File: config.mk
export PLATFORM = sky130hd
export DESIGN_NAME = seg_encoder
export DESIGN_NICKNAME = d
export VERILOG_FILES = /design/src/rtl/seg_encoder.sv
export SDC_FILE = /design/constraint.sdc
export NUM_CORES = 1
export LEC_CHECK = 0
export ABC_AREA = 1
export BUFFER_PORTS_ARGS = -buffer_cell sky130_fd_sc_hd__clkbuf_2
export CAP_MARGIN = 10
export CELL_PAD_IN_SITES_DETAIL_PLACEMENT = 0
export CELL_PAD_IN_SITES_GLOBAL_PLACEMENT = 1
export CORE_ASPECT_RATIO = 0.9
export CORE_MARGIN = 4
export CORE_UTILIZATION = 40
export CTS_BUF_LIST = sky130_fd_sc_hd__clkbuf_4 sky130_fd_sc_hd__clkbuf_8 sky130_fd_sc_hd__clkbuf_16
export DETAILED_ROUTE_END_ITERATION = 16
export GPL_ROUTABILITY_DRIVEN = 1
export PLACE_DENSITY_LB_ADDON = 0.1
export SYNTH_ARGS = -nofsm -noshare
export SYNTH_HDL_FRONTEND = slang
export SYNTH_SLANG_ARGS = --single-unit
File: constraint.sdc
create_clock -name clk -period 2.2 [get_ports clk]
set_clock_uncertainty 0.2 [all_clocks]
set_input_delay 0.33 -clock clk [delete_from_list [all_inputs] [get_ports clk]]
set_output_delay 0.33 -clock clk [all_outputs]
set_load 0.01 [all_outputs]
File: src/rtl/seg_encoder.sv
// Seven-segment pattern to digit recovery.
// A pattern on dlg must be sampled unchanged at STABLE_CYCLES consecutive
// clock edges before it is accepted. Accepted legal patterns are decoded into
// num and offered to a consumer with a valid/ready handshake. Illegal patterns
// are flagged and counted. The blank pattern (00) is accepted silently.
//
// Handshake: out_valid=1 means num holds a result not yet consumed. A result
// is consumed at any rising edge where out_valid=1 and out_ready=1. A new legal
// acceptance at the same edge replaces it and keeps out_valid=1 without an
// overrun. A new legal acceptance while out_valid=1 and out_ready=0 overwrites
// the unconsumed result and pulses overrun.
module seg_encoder #(
    parameter int STABLE_CYCLES = 4
) (
    input  logic       clk,
    input  logic       rst,
    input  logic [7:0] dlg,
    input  logic       out_ready,
    output logic [3:0] num,
    output logic       out_valid,
    output logic       code_err,
    output logic       overrun,
    output logic [7:0] err_count
);

    // Counter saturation point and the count value seen at the accepting edge.
    localparam logic [3:0] CNT_MAX = 4'(STABLE_CYCLES - 1);
    localparam logic [3:0] CNT_ACC = 4'(STABLE_CYCLES - 2);

    typedef enum logic {
        SETTLE = 1'b0,
        LOCKED = 1'b1
    } state_t;

    state_t     state;
    logic [7:0] samp;
    logic [3:0] cnt;

    logic       same;
    logic       accept;
    logic       dec_legal;
    logic [3:0] dec_num;

    assign same   = (dlg == samp);
    assign accept = same && (state == SETTLE) && (cnt == CNT_ACC);

    // Decode the incoming pattern; dec_legal marks patterns that carry a digit.
    always_comb begin
        dec_legal = 1'b1;
        dec_num   = 4'h0;
        case (dlg)
            8'h3F: dec_num = 4'h0;
            8'h06: dec_num = 4'h1;
            8'h5B: dec_num = 4'h2;
            8'h4F: dec_num = 4'h3;
            8'h66: dec_num = 4'h4;
            8'h6D: dec_num = 4'h5;
            8'h7D: dec_num = 4'h6;
            8'h07: dec_num = 4'h7;
            8'h7F: dec_num = 4'h8;
            8'h6F: dec_num = 4'h9;
            8'h80: dec_num = 4'hF;
            default: dec_legal = 1'b0;
        endcase
    end

    // Sampler, stability counter, settle/lock FSM and all registered outputs.
    always_ff @(posedge clk or posedge rst) begin
        if (rst) begin
            samp      <= 8'h00;
            cnt       <= 4'd0;
            state     <= SETTLE;
            num       <= 4'h0;
            out_valid <= 1'b0;
            code_err  <= 1'b0;
            overrun   <= 1'b0;
            err_count <= 8'd0;
        end else begin
            samp     <= dlg;
            code_err <= 1'b0;
            overrun  <= 1'b0;

            if (!same) begin
                cnt <= 4'd0;
            end else if (cnt != CNT_MAX) begin
                cnt <= cnt + 4'd1;
            end

            case (state)
                SETTLE: if (accept) state <= LOCKED;
                LOCKED: if (!same) state <= SETTLE;
                default: state <= SETTLE;
            endcase

            if (accept && dec_legal) begin
                num       <= dec_num;
                out_valid <= 1'b1;
                overrun   <= out_valid && !out_ready;
            end else begin
                // Illegal non-blank pattern: flag it; the pending result stays.
                if (accept && (dlg != 8'h00)) begin
                    code_err <= 1'b1;
                    if (err_count != 8'hFF) begin
                        err_count <= err_count + 8'd1;
                    end
                end
                if (out_valid && out_ready) begin
                    out_valid <= 1'b0;
                end
            end
        end
    end

endmodule

# Word-level counts from Yosys, hierarchy flattened

Index checks and enable logic that the tools add are counted.

Output and inout port bits: 15
Bits in registers: 28
Bits of input ports: 11

Bitwise gates (word level): 2
Multiplexer cells: 12
Eq/ne operators: 16
Reduce and logical (&&, ||, !) cells: 11
Add/sub/neg operators: 2

Operators by type and width:

| operator              | count |
|---|---|
| $eq A8 B7 Y1 const B  | 7 |
| $pmux W4 S10          | 1 |
| $eq A8 B3 Y1 const B  | 2 |
| $reduce_or A11 Y1     | 1 |
| $add A8 B1 Y8 const B | 1 |
| $eq A8 B6 Y1 const B  | 1 |
| $eq A8 B8 Y1          | 1 |
| $eq A8 B8 Y1 const B  | 1 |
| $mux W1               | 8 |
| $mux W4               | 2 |
| $ne A8 B8 Y1 const B  | 1 |
| $reduce_bool A8 Y1    | 1 |
| $logic_and A1 B1 Y1   | 6 |
| $add A4 B1 Y4 const B | 1 |
| $eq A4 B2 Y1 const B  | 1 |
| $ne A4 B2 Y1 const B  | 1 |
| $reduce_and A3 Y1     | 1 |
| $ne A2 B1 Y1 const B  | 1 |
| $not A1 Y1            | 2 |
| $pmux W1 S2           | 1 |
| $reduce_bool A2 Y1    | 1 |
| $logic_not A1 Y1      | 1 |

# Depth between registers and ports, before layout

Word-level depth: 6
Gate-level depth with buffers: 12
Depth with buffers taken out: 12

# Least setup slack after synthesis

No wires, ideal clock.

Path kind: input port to flip-flop
Start: input port dlg[4]
End: register num[1]
Stages on the path: 9
Setup slack: 0.554 ns
Required time: 1.873 ns
Arrival time: 1.319 ns
Buffers on the path: 1
Path through: nor2_1 -> nand3_1 -> nor2_2 -> nor2_2 -> nand3_2 -> nand2_2 -> buf_6 -> nand2_1 -> o21ai_0

Longest elaborated chain between the ends: 4
Elaborated cells between the ends (all ways): 18

Ends and longest elaborated chain:

| item                                                                      | line   | source |
|---|---|---|
| from (decl)                                                               | 17     | `input logic [7:0] dlg,` |
| $eq A8 B8 Y1, or another cell as far along                                | 51     | `case (dlg)` |
| $reduce_or A11 Y1 (no line) / $logic_and A1 B1 Y1 (equally long branches) | n/a    |  |
| $mux W1 / $logic_and A1 B1 Y1 (equally long branches)                     | 51, 45 |  |
| $logic_and A1 B1 Y1                                                       | 95     | `if (accept && dec_legal) begin` |
| to (signal assigned)                                                      | 96     | `num <= dec_num;` |
| to (decl)                                                                 | 19     | `output logic [3:0] num,` |

Several ways; a longest one is shown, not always the timed one.
A chain may end at the register's enable or synchronous reset.

# Worst setup path in the final report

Start: register cnt[0]
End: register err_count[7]

Longest elaborated chain between the ends: 5
Elaborated cells between the ends (all ways): 6

Ends and longest elaborated chain:

| item                          | line | source |
|---|---|---|
| from (decl)                   | 37   | `logic [3:0] cnt;` |
| from (signal assigned)        | 86   | `cnt <= cnt + 4'd1;` |
| $eq A4 B2 Y1 *                | 45   | `assign accept = same && (state == SETTLE) && (cnt == CNT_ACC);` |
| $logic_and A1 B1 Y1 *         | 45   |  |
| $logic_and A1 B1 Y1           | 95   |  |
| $not A1 Y1 (no line)          | n/a  |  |
| $reduce_and A3 Y1 (no line) * | n/a  |  |
| to (signal assigned)          | 104  | `err_count <= err_count + 8'd1;` |
| to (decl)                     | 23   | `output logic [7:0] err_count` |

Mark *: on every way between the ends. The rest lies on a longest branch, timed or not.

==> impl_metrics.csv <==
group,metric,value,unit
outcome,status,"complete, no violations",
worst_setup_path,crit_path_end_kind,"register",
timing,relSlewSlack,0.7554,
clocking,cts_resized,0,
power,p_leak,1.008,nW
logic_synthesis,synth_commonest_cells,"nand2_1 (75), dfrtp_1 (28), inv_1 (28)",
grt,grt_pass1_wl,5630,um
finish,diodes,0,
finish,multi_input_area,778.2,um^2
logic_synthesis,synth.net_count,232,
logic_synthesis,synth_edf_count,0,
finish,nFillCells,399,
run,drv_cap,0,
hold_path,hold_depth,1,
floorplan,fp.dieW,74.99,um
finish,final_util,0.4887,
grt,grt_antenna_before_repair,0,
grt,use_met3,0.03231,
logic_synthesis,yosys.area.top_type,"dfrtp_1",
clocking,clkTransAtPathRegs,0.10,ns
detailed_routing,drt_first_iter_violations,67,
timing,final_max_slew_viol_count,0,
clocking,cts_made_buffers,3,
detailed_routing,wl,3188,um
logic_synthesis,yosysWarningCount,0,
finish,final_nets,263,
detailed_routing,vias,1357,
logic_synthesis,async_reset_ff_frac,1.000,
floorplan,die_area,5120,um^2
timing,max_slew.worst_pin.slew,0.3670,ns
timing,setup_violations,0,
logic_synthesis,ys_seq_elements,28,
finish,drive_gt1_frac,0.2056,
finish,instances_no_fill,294,
grt,top_usage_layer,"met1",
logic_synthesis,yosys-top-cells-area,"dfrtp_1 (43%), nand2_1 (17%), inv_1 (6.5%)",
power,worst_ir_drop_vdd,328.2,uV
logic_synthesis,syn_avg_cell_area,7.410,um^2
worst_setup_path,crit_type,"reg2reg",
placed_design,placed_cells,289,
placed_design,portBuffers,25,
logic_synthesis,ys.flop_type,"dfrtp_1",
clocking,cts.sinks,28,
grt,grt.met1_usage,0.2155,
worst_setup_path,reg2reg_depth,9,
floorplan,core,3810,um^2
logic_synthesis,synth.yosys.seq_area_share,0.4338,
grt,use_met2,0.2076,
placed_design,gp_congestion,0.8008,
floorplan,num_rows,21,
timing,tns,0,ns
clocking,cts_root_buffer,"clkbuf_8",
detailed_routing,wl_per_cell,10.84,um
logic_synthesis,yosysMostFrequentCell,"nand2_1",
power,p_per_area,494.7,nW/um^2
floorplan,start_util,0.4240,
finish,regArea,700.7,um^2
logic_synthesis,synth_area,1615,um^2
timing,rsz0062_at_grt,"false",
worst_setup_path,start_kind,"register",
worst_setup_path,crit_arrival,1.74,ns
detailed_routing,viasPerCell,4.616,
detailed_routing,drc,0,
grt,grt_overflow_total,0,
clocking,cts_buffer_depth,2,
logic_synthesis,yosys.area.top_type_share,0.4338,
worst_setup_path,path_max_fanout,10,
worst_setup_path,crit_required,2.18,ns
clocking,insertion_delay,0.27,ns
hold_path,hold_class,"in2reg",
timing,max_freq,0.5681,GHz
floorplan,die_y,68.29,um
clocking,htree_num_levels,1,
detailed_routing,drt.antenna.violating_nets,0,
timing,period_needed,1.760,ns
timing,fin_crit_sh,0.8001,
placed_design,place_hpwl,2474,um
logic_synthesis,ys_types,25,
logic_synthesis,syn_inst,218,
timing,hold_viol_final,0,
grt,grt_max_degree,29,
finish,area_growth,15.26,%
floorplan,ios,26,
clocking,cts_tree,"yes",
grt,grtUsageTotal,0.1418,
detailed_routing,dr.pass1.iters,4,
grt,grt_pass1_vias,1269,
state kept, by name (all words and copies together), names as in the netlist:
register / count
overrun: 1
code_err: 1
out_valid: 1
samp: 8
state: 1
cnt: 4
err_count: 8
num: 4
power by group:
group	switching [mW]	internal, mW	total (mW)
clock network	0.159	0.160	0.319
registers	0.00375	0.522	0.526
logic	0.0519	0.0246	0.0765
total	0.214	0.707	0.921
path summary, 6_finish.rpt:
check | startpoint | to | slack (ns)
hold reg to reg | num[1] | num[1] | 0.30
max in group asynchronous | rst | out_valid | 1.09
hold / removal | dlg[2] | samp[2] | 0.02
setup reg to reg | cnt[0] | err_count[7] | 0.44
min in group asynchronous | rst | samp[2] | 0.44
setup / recovery | cnt[0] | err_count[7] | 0.44
metal layers:
metal,vias to the layer above,part of all wire
li1,737,-
met1,597,0.54
met2,21,0.41
met3,2,0.046
met4,0,0.0053
met5,-,0
through the flow:
step | worst slack [ns] | hold WS [ns] | total power, mW | instance area (um^2)
5_1_grt | 0.2201 | 0.01186 | 0.9661 | 1862
6_report | 0.4397 | 0.01614 | 0.9211 | 1862
3_5_place_dp | 0.2436 | 0.2048 | 0.6128 | 1797
4_1_cts | 0.4228 | 0.009705 | 0.9357 | 1862
2_1_floorplan | 0.5543 | 0.1614 | 0.5826 | 1615
3_3_place_gp | 0.2449 | 0.2014 | 0.6128 | 1797
layout make-up:
class                      instances  area share
sequential                        28      0.3763
timing repair buffer              28     0.08064
multi-input combinational        156      0.4180
inverter                          32     0.06452
tap                               46     0.03091
clock buffer                       4     0.02957
placed cells by master, fill, tap and decap left out, types with 2 or more instances in the layout:
cell type	synthesis	final
nor3_1	2	2
inv_1	28	28
xor2_1	2	2
nand3b_1	3	3
nand4_1	7	7
buf_4	0	2
nor2_2	5	5
nand3_1	13	13
clkbuf_2	0	25
dfrtp_1	28	28
nand2_2	3	3
nand3_2	2	2
xnor2_1	3	3
nor2_1	23	23
o21ai_2	3	3
o21ai_0	4	4
a21oi_1	3	3
nand2_1	75	75
ha_1	3	3
inv_2	4	4
clkbuf_8	0	4
logic make-up (layout without fill, tap and decap cells):
group / Yosys count / count (layout) / share of synthesized area
compound gates: 10 / 10 / 0.03796
xor+xnor: 5 / 5 / 0.02712
fa+ha+maj: 3 / 3 / 0.02324
buf+inv: 34 / 64 / 0.08442
flops: 28 / 28 / 0.4338
simple gates: 138 / 138 / 0.3935
timing repair:
item	CTS	global route
hold buffers	1	0
setup buffers	0	0
hold endpoints to repair	28	0
critical path, cell delays in order, from the launching register on:
cell and delay (ns):
dfrtp_1 0.43, inv_1 0.07, ha_1 0.14, nand2_1 0.08
nor2_1 0.16, nand3_2 0.15, nor2_8 0.22, nand3_1 0.09
nand2_1 0.07, nand2_1 0.04
Note: power is estimated with default switching activity, not from simulation.
